<file path="src/rtl/can_frame_to_ascii.sv">
// can_frame_to_ascii: formats one CAN frame (ID, DLC, payload) as an ASCII
// text line and streams it byte by byte into a UART TX FIFO using wreq/wgnt.
// Line: [SEQ ' '] ID ' ' LEN [' ' DATA] EOL
// Optional feature macro: CAN_FMT_SEQNUM_EN adds a 4-digit frame sequence prefix.
module can_frame_to_ascii #(
  parameter int HEX_UPPER = 1,
  parameter int EOL_CRLF  = 1
) (
  input  logic        clk,
  input  logic        rst,
  input  logic        i_valid,
  output logic        o_ready,
  input  logic        i_ide,
  input  logic [28:0] i_id,
  input  logic [3:0]  i_len,
  input  logic [63:0] i_data,
  output logic        wreq,
  input  logic        wgnt,
  output logic [7:0]  wdata,
  output logic        o_busy
);

  typedef enum logic [3:0] {
    ST_IDLE = 4'd0,
`ifdef CAN_FMT_SEQNUM_EN
    ST_SEQ  = 4'd1,
`endif
    ST_ID   = 4'd2,
    ST_SP1  = 4'd3,
    ST_LEN  = 4'd4,
    ST_SP2  = 4'd5,
    ST_DATA = 4'd6,
    ST_CR   = 4'd7,
    ST_LF   = 4'd8
  } state_t;

  // First end-of-line state: CR then LF, or LF alone.
  localparam state_t ST_EOL = (EOL_CRLF != 0) ? ST_CR : ST_LF;

  state_t      state_r;
  state_t      nxt_state_s;
  logic [3:0]  nib_r;
  logic [3:0]  nxt_nib_s;
  logic        wreq_r;
  logic [7:0]  wdata_r;
  logic        ready_r;
  logic [7:0]  nxt_char_s;

  logic        ide_r;
  logic [28:0] id_r;
  logic [3:0]  len_r;
  logic [63:0] data_r;

  logic        acc_s;
  logic        adv_s;
  logic [3:0]  len_clamp_s;
  logic [28:0] id_mask_s;
  logic [28:0] src_id_s;
  logic [3:0]  src_len_s;
  logic [63:0] src_data_s;

  // One nibble to its ASCII hex digit.
  function automatic logic [7:0] hex_char(input logic [3:0] nib);
    logic [7:0] ch;
    if (nib < 4'd10) begin
      ch = 8'h30 + {4'h0, nib};
    end else if (HEX_UPPER != 0) begin
      ch = 8'h37 + {4'h0, nib};
    end else begin
      ch = 8'h57 + {4'h0, nib};
    end
    return ch;
  endfunction

  // Character emitted in a given state/nibble position (SEQ handled separately).
  // DATA nibble index n: byte n/2, high nibble on even n.
  function automatic logic [7:0] char_at(input state_t st, input logic [3:0] nib,
                                         input logic [28:0] id, input logic [3:0] len,
                                         input logic [63:0] data);
    logic [31:0] id32;
    logic [7:0]  ch;
    id32 = {3'b000, id};
    case (st)
      ST_ID:          ch = hex_char(id32[{nib[2:0], 2'b00} +: 4]);
      ST_SP1, ST_SP2: ch = 8'h20;
      ST_LEN:         ch = hex_char(len);
      ST_DATA:        ch = hex_char(data[{nib[3:1], ~nib[0], 2'b00} +: 4]);
      ST_CR:          ch = 8'h0D;
      ST_LF:          ch = 8'h0A;
      default:        ch = 8'h00;
    endcase
    return ch;
  endfunction

  assign acc_s       = i_valid & ready_r;
  assign adv_s       = wreq_r & wgnt;
  assign len_clamp_s = (i_len > 4'd8) ? 4'd8 : i_len;
  assign id_mask_s   = i_ide ? i_id : {18'd0, i_id[10:0]};

  // During the accept cycle the first character comes from the live inputs.
  assign src_id_s   = acc_s ? id_mask_s   : id_r;
  assign src_len_s  = acc_s ? len_clamp_s : len_r;
  assign src_data_s = acc_s ? i_data      : data_r;

`ifdef CAN_FMT_SEQNUM_EN
  logic [15:0] seq_r;
  logic [15:0] seq_lat_r;
  logic [15:0] src_seq_s;
  assign src_seq_s = acc_s ? seq_r : seq_lat_r;
`endif

  // Next state and nibble position; moves only on accept or on a granted byte.
  always_comb begin
    nxt_state_s = state_r;
    nxt_nib_s   = nib_r;
    if (acc_s) begin
`ifdef CAN_FMT_SEQNUM_EN
      nxt_state_s = ST_SEQ;
      nxt_nib_s   = 4'd3;
`else
      nxt_state_s = ST_ID;
      nxt_nib_s   = i_ide ? 4'd7 : 4'd2;
`endif
    end else if (adv_s) begin
      case (state_r)
`ifdef CAN_FMT_SEQNUM_EN
        ST_SEQ: begin
          if (nib_r == 4'd0) begin
            nxt_state_s = ST_ID;
            nxt_nib_s   = ide_r ? 4'd7 : 4'd2;
          end else begin
            nxt_state_s = ST_SEQ;
            nxt_nib_s   = nib_r - 4'd1;
          end
        end
`endif
        ST_ID: begin
          if (nib_r == 4'd0) begin
            nxt_state_s = ST_SP1;
            nxt_nib_s   = 4'd0;
          end else begin
            nxt_state_s = ST_ID;
            nxt_nib_s   = nib_r - 4'd1;
          end
        end
        ST_SP1: begin
          nxt_state_s = ST_LEN;
          nxt_nib_s   = 4'd0;
        end
        ST_LEN: begin
          if (len_r == 4'd0) begin
            nxt_state_s = ST_EOL;
          end else begin
            nxt_state_s = ST_SP2;
          end
          nxt_nib_s = 4'd0;
        end
        ST_SP2: begin
          nxt_state_s = ST_DATA;
          nxt_nib_s   = 4'd0;
        end
        ST_DATA: begin
          if ({1'b0, nib_r} == ({len_r, 1'b0} - 5'd1)) begin
            nxt_state_s = ST_EOL;
            nxt_nib_s   = 4'd0;
          end else begin
            nxt_state_s = ST_DATA;
            nxt_nib_s   = nib_r + 4'd1;
          end
        end
        ST_CR: begin
          nxt_state_s = ST_LF;
          nxt_nib_s   = 4'd0;
        end
        ST_LF: begin
          nxt_state_s = ST_IDLE;
          nxt_nib_s   = 4'd0;
        end
        default: begin
          nxt_state_s = ST_IDLE;
          nxt_nib_s   = 4'd0;
        end
      endcase
    end else begin
      nxt_state_s = state_r;
      nxt_nib_s   = nib_r;
    end
  end

  // Character belonging to the next state; holding re-evaluates the same byte.
  always_comb begin
    nxt_char_s = char_at(nxt_state_s, nxt_nib_s, src_id_s, src_len_s, src_data_s);
`ifdef CAN_FMT_SEQNUM_EN
    if (nxt_state_s == ST_SEQ) begin
      nxt_char_s = hex_char(src_seq_s[{nxt_nib_s[1:0], 2'b00} +: 4]);
    end else begin
      nxt_char_s = char_at(nxt_state_s, nxt_nib_s, src_id_s, src_len_s, src_data_s);
    end
`endif
  end

  // FSM state and registered handshake outputs.
  always_ff @(posedge clk or posedge rst) begin
    if (rst) begin
      state_r <= ST_IDLE;
      nib_r   <= 4'd0;
      wreq_r  <= 1'b0;
      wdata_r <= 8'h00;
      ready_r <= 1'b1;
    end else begin
      state_r <= nxt_state_s;
      nib_r   <= nxt_nib_s;
      wreq_r  <= (nxt_state_s != ST_IDLE);
      wdata_r <= nxt_char_s;
      ready_r <= (nxt_state_s == ST_IDLE);
    end
  end

  // Frame capture on accept; inputs are ignored for the rest of the line.
  always_ff @(posedge clk or posedge rst) begin
    if (rst) begin
      ide_r  <= 1'b0;
      id_r   <= 29'd0;
      len_r  <= 4'd0;
      data_r <= 64'd0;
    end else if (acc_s) begin
      ide_r  <= i_ide;
      id_r   <= id_mask_s;
      len_r  <= len_clamp_s;
      data_r <= i_data;
    end
  end

`ifdef CAN_FMT_SEQNUM_EN
  // Sequence counter: the pre-increment value is latched and printed.
  always_ff @(posedge clk or posedge rst) begin
    if (rst) begin
      seq_r     <= 16'h0000;
      seq_lat_r <= 16'h0000;
    end else if (acc_s) begin
      seq_lat_r <= seq_r;
      seq_r     <= seq_r + 16'h0001;
    end
  end
`endif

  assign wreq    = wreq_r;
  assign wdata   = wdata_r;
  assign o_ready = ready_r;
  assign o_busy  = ~ready_r;

endmodule

</file>
<file path="config.mk">
export PLATFORM = sky130hd
export DESIGN_NAME = can_frame_to_ascii
export DESIGN_NICKNAME = d
export VERILOG_FILES = /design/src/rtl/can_frame_to_ascii.sv
export SDC_FILE = /design/constraint.sdc
export NUM_CORES = 1
export LEC_CHECK = 0
export CAP_MARGIN = 40
export CELL_PAD_IN_SITES_DETAIL_PLACEMENT = 0
export CELL_PAD_IN_SITES_GLOBAL_PLACEMENT = 1
export CORE_ASPECT_RATIO = 0.8
export CORE_UTILIZATION = 25
export CTS_CLUSTER_SIZE = 20
export DETAILED_ROUTE_END_ITERATION = 7
export GPL_TIMING_DRIVEN = 0
export PLACE_DENSITY_LB_ADDON = 0.1
export SYNTH_ARGS = -nofsm -noshare
export SYNTH_HDL_FRONTEND = slang
export SYNTH_SLANG_ARGS = --single-unit
</file>
<file path="constraint.sdc">
create_clock -name clk -period 12.45 [get_ports clk]
set_clock_uncertainty 0.15 [all_clocks]
set_input_delay 2.49 -clock clk [delete_from_list [all_inputs] [get_ports clk]]
set_output_delay 2.49 -clock clk [all_outputs]
set_load 0.01 [all_outputs]
</file>
Word level (Yosys, flattened, before mapping) --
Cells that the tools add are included.
Word-level totals: flip-flop bits (word level) 115, output and inout port bits 11
Cells by class: $add $sub $neg 9, $lt $le $gt $ge 4, eq/ne operators 14, shift-type cells 2, multiplexer cells 21, bitwise operators 4, reduce and logical (&&, ||, !) cells 5
Operators by type and width (count):
- $mux W64 | 1
- $shiftx A64 B7 Y4 | 1
- $mux W29 | 2
- $pmux W8 S6 | 1
- $add A6 B4 Y7 const A | 6
- $eq A4 B3 Y1 const B | 8
- $mux W4 | 8
- $shiftx A32 B6 Y4 | 1
- $pmux W4 S6 | 1
- $mux W7 | 3
- $eq A4 B2 Y1 const B | 4
- $logic_not A4 Y1 | 3
- $lt A4 B4 Y1 const B | 3
- $pmux W4 S2 | 1
- $eq A4 B5 Y1 | 1
- $sub A5 B1 Y5 const B | 1
- $add A4 B1 Y4 const B | 1
- $eq A4 B4 Y1 const B | 1
- $gt A4 B4 Y1 const B | 1
- $reduce_bool A4 Y1 | 1
- $sub A4 B1 Y4 const B | 1
- $mux W3 | 1
- $and A1 B1 Y1 | 2
- $mux W1 | 2
- 3 further kinds | 4

Depth between registers and ports, before layout --
depth in word-level cells 11, depth in mapped cells 16, mapped depth without buffers 15

Worst setup path after synthesis --
OpenSTA, ideal clock, no wires.
path type input port to flip-flop, start in wgnt, end reg wdata_r[2] (netlist: wdata[2]), data arrival time 5.105 ns, data required time 12.210 ns, setup slack 7.106 ns, stages 14, buffers on the path 2, cell sequence and2_1 clkbuf_1 and4b_1 a221o_1 a22oi_1 inv_2 clkbuf_1 nand2_1 o22ai_1 a211o_1 ha_1 a21boi_0 mux2_2 o2111ai_1
RTL lines:
- from (decl) | RTL line 18 | input logic wgnt,
- $and A1 B1 Y1 (*) | RTL line 96 | assign adv_s = wreq_r & wgnt;
- $mux W4 (*) | RTL line 124 | end else if (adv_s) begin
- $mux W4 (*) | RTL line 116 | if (acc_s) begin
- net nxt_nib_s[2] | RTL line 43 | logic [3:0] nxt_nib_s;
- $shiftx A64 B7 Y4 or $shiftx A32 B6 Y4 (tied branches) | RTL line 87, 84
- $add A6 B4 Y7, or another cell as far along | RTL line 68 | ch = 8'h37 + {4'h0, nib};
- $mux W7 | RTL line 65 | if (nib < 4'd10) begin
- $pmux W8 S6 (*) | RTL line 83 | case (st)
- net nxt_char_s[2] | RTL line 47 | logic [7:0] nxt_char_s;
- to (signal assigned) | RTL line 214 | wdata_r <= nxt_char_s;
- to (decl) | RTL line 45 | logic [7:0] wdata_r;
The timed path passes the listed nets; every way through them passes the cells marked *.

Worst setup path after layout --
start in i_valid, end reg wdata_r[2] (netlist: wdata[2])
RTL lines:
- from (decl) | RTL line 11 | input logic i_valid,
- $and A1 B1 Y1 (*) | RTL line 95 | assign acc_s = i_valid & ready_r;
- $mux W64 (*)
- net src_data_s[0] | RTL line 60 | logic [63:0] src_data_s;
- $shiftx A64 B7 Y4 (*) | RTL line 87 | ST_DATA: ch = hex_char(data[{nib[3:1], ~nib[0], 2'b00} +: 4]);
- $add A6 B4 Y7, or another cell as far along | RTL line 68
- $mux W7 (*) | RTL line 65
- $pmux W8 S6 (*) | RTL line 83
- net nxt_char_s[2] | RTL line 47
Marked as above.

==> results.yml <==
placed_design:
  pre_cts_slack_ps: 5640
  port_buffers: 110
  place.gp.congestion: 0.858
  hpwl_um: 14500
  placed_cell_area_sq_um: 7660
route:
  vias: 5494
  drtIter0Drc: 289
  route.detailed.drc: 0
  wire_per_inst_um: 16.3
  drtPass1Iterations: 5
  wirelength_um: 19100
  ant_nets: 0
  vias_per_cell: 4.68
floorplanning:
  dieArea_sq_um: 25200
  ios: 113
  die_h_um: 142
  initial_utilization_pct: 25.9
  die_x_um: 177
  num_rows: 50
  core_sq_um: 23700
cts:
  clk_pin_slew_ps: 60
  postCtsSetupBuffers: 0
  root_buffer: "clkbuf_16"
  cts_buffer_depth: 2
  cts_hold_buf: 0
  clkLatencyLatePin_ps: 420
  cts_resized: 0
  cts_max_level: 4
  cts_made_buffers: 17
  clock-sinks: 114
  cts_tree: "yes"
synthesis:
  synth_area_sq_um: 6140
  synth_cells: 720
  ys_seq_area_share_pct: 46.5
  synth_edf_count: 0
  ys_seq_elements: 114
  async_flop_share_pct: 100
  synth_ff_type: "dfrtp_1"
  yosysWarnings: 0
  syn-num-nets: 828
  synth_cell_types: 72
  syn_area_per_cell_sq_um: 8.52
critical_path:
  cp_common_cell: "nand2_1"
  r2r_cells: 14
  crit_start: "i_valid"
  reg2reg_from: "len_r[0]"
  path_cells: "clkdlybuf4s50_1 -> nand2_1 -> buf_2 -> buf_1 -> clkbuf_1 -> buf_1 -> nand2_1 -> nand2_1 -> mux2i_1 -> mux2_2 -> a211o_1 -> ha_1 -> a21boi_0 -> mux2_2 -> o2111ai_1"
  reg2reg_to: "wdata[2]"
  cpMaxStageDelayCell: "buf_1"
  critPathCaptureType: "flop"
  cp.arrival_ps: 6500
  rrSetupSlack_ps: 8000
  cp.required_ps: 12610
  path_max_fanout: 10
  crit_type: "in2reg"
  cp-start-kind: "input pin"
  worst_path_largest_cell_delay_ps: 550
min_path:
  hold_depth: 2
  min_from: "id_r[14]"
  hold_class: "reg2reg"
  worstHoldEndpoint: "id_r[14]"
cells_and_area:
  fin_area_sq_um: 8190
  nets: 958
  syn_to_final_growth_pct: 33.4
  drive_above_1_share_pct: 9.40
timing:
  setup_tns_ps: 0
  period_share_pct: 50.9
  rsz0062_at_grt: "no"
  period_minus_slack_ps: 6340
  final_hold_viol_count: 0
  setup_viol_count_final: 0
  clock.fmax_mhz: 158
  max_slew.worst_pin.slew_ps: 831
  maxSlewHeadroom_pct: 44.3
  fin_ws_ps: 6110
  slew_violations: 0
global_route:
  grt_max_degree: 63
  grt_pass1_wl_um: 30800
  antenna_found_initial: 0
  grtUsageTotal_pct: 16.1
  grt-ovfl-total: 0
  grt_pass1_vias: 5611
power_and_ir_drop:
  peakVddDrop_mv: 0.0961
  power.density_nw_per_um2: 276
  p_leak_nw: 3.83
job:
  maxCapViolations: 0
status:
  outcome: "complete, no violations"
==> registers in the layout (all words and copies together) (netlist names) <==
signal / count
state_r: 4
o_ready: 1
id_r: 29
wreq: 1
len_r: 4
nib_r: 4
data_r: 64
wdata: 7
==> how the worst max path moves through the flow <==
stage	cells after the start	slack, ps	to
after floorplan	1	6800	data_r[0]
after global placement	2	4920	state_r[3]
after detailed placement	15	5640	wdata[2]
after CTS	15	6050	wdata[2]
after global routing	15	5790	wdata[2]
final	15	6110	wdata[2]
==> layout by cell type, fill, tap and decap left out, types with 6 or more instances in the layout <==
master / netlist / routed
clkbuf_16: 0 / 17
mux2i_1: 28 / 28
nor2_1: 17 / 17
nand3_1: 29 / 29
a21oi_1: 13 / 13
a211o_1: 9 / 9
nand2_1: 290 / 290
o22ai_1: 9 / 9
dfrtp_1: 113 / 113
buf_2: 20 / 20
nor3_1: 10 / 10
inv_1: 15 / 14
ha_1: 6 / 6
clkdlybuf4s50_1: 0 / 110
o21ai_0: 15 / 15
nor4_1: 12 / 12
clkbuf_1: 16 / 19
==> power by group <==
group	switching (mW)	internal, mW	total, mW	leakage (nW)
Combinational	0.741	0.476	1.22	2.15
Clock	0.175	0.262	0.437	0.252
Sequential	0.0597	0.545	0.605	1.43
Total	0.976	1.28	2.26	3.83
==> synthesized netlist by cell type (6+ instances only) <==
cell type | number | area, sq um
dfrtp_1 | 113 | 2830
clkbuf_1 | 16 | 60.1
nor4_1 | 12 | 75.1
buf_2 | 20 | 100
o21ai_0 | 15 | 75.1
a211o_1 | 9 | 78.8
a21oi_1 | 13 | 65.1
nor2_1 | 17 | 63.8
ha_1 | 6 | 75.1
mux2i_1 | 28 | 280
inv_1 | 15 | 56.3
nand3_1 | 29 | 145
o22ai_1 | 9 | 56.3
nand2_1 | 290 | 1090
nor3_1 | 10 | 50.1
==> routing by layer <==
layer | up-vias | track usage [%] | part of all wire, %
li1 | 2702 | - | -
met1 | 2642 | 22.7 | 49
met2 | 137 | 24.5 | 45
met3 | 13 | 3.53 | 5.2
met4 | 0 | 4.67 | 1.1
met5 | - | 0 | 0
==> final cells by class <==
type / instances / area, sq um
clock buffers: 22 / 464
flip-flops and latches: 114 / 2850
multi-input cells: 542 / 2990
repair buffers: 111 / 1130
well taps: 312 / 390
plain buffers: 45 / 220
fillers: 2474 / 15500
inverters: 19 / 76.3
diodes: 1 / 2.50
clock inverters: 9 / 60.1
==> stage by stage <==
step | instances | hold WS, ps | total power, mW | utilization (%)
2_1_floorplan | 720 | 283 | 1.46 | -
3_3_place_gp | 1142 | 296 | 1.82 | 32.2
3_5_place_dp | 1143 | 302 | 1.84 | 32.3
4_1_cts | 1174 | 316 | 2.29 | 34.5
5_1_grt | 1174 | 330 | 2.45 | 34.5
6_report | 1175 | 314 | 2.26 | 34.5
==> logic make-up (layout without fill, tap and decap cells) <==
logic type | after synthesis | in the layout | share of synthesized area, %
muxes | 34 | 34 | 6.10
AOI/OAI and AO/OA | 96 | 96 | 11.8
and+or+nand+nor | 397 | 397 | 28.4
buffers and inverters | 64 | 206 | 4.75
adders and majority gates | 6 | 6 | 1.22
xor gates and xnor gates | 8 | 8 | 1.14
DFF | 114 | 114 | 46.5
other | 1 | 2 | 0.0611
==> worst max-delay path: cells and delay by family <==
| family | cells | cell delay [ps] |
|---|---|---|
| buffers and inverters | 5 | 2070 |
| AOI/OAI and AO/OA | 3 | 680 |
| adders and majority gates | 1 | 210 |
| and+or+nand+nor | 3 | 400 |
| muxes | 3 | 630 |
(Power assumes the default switching activity.)
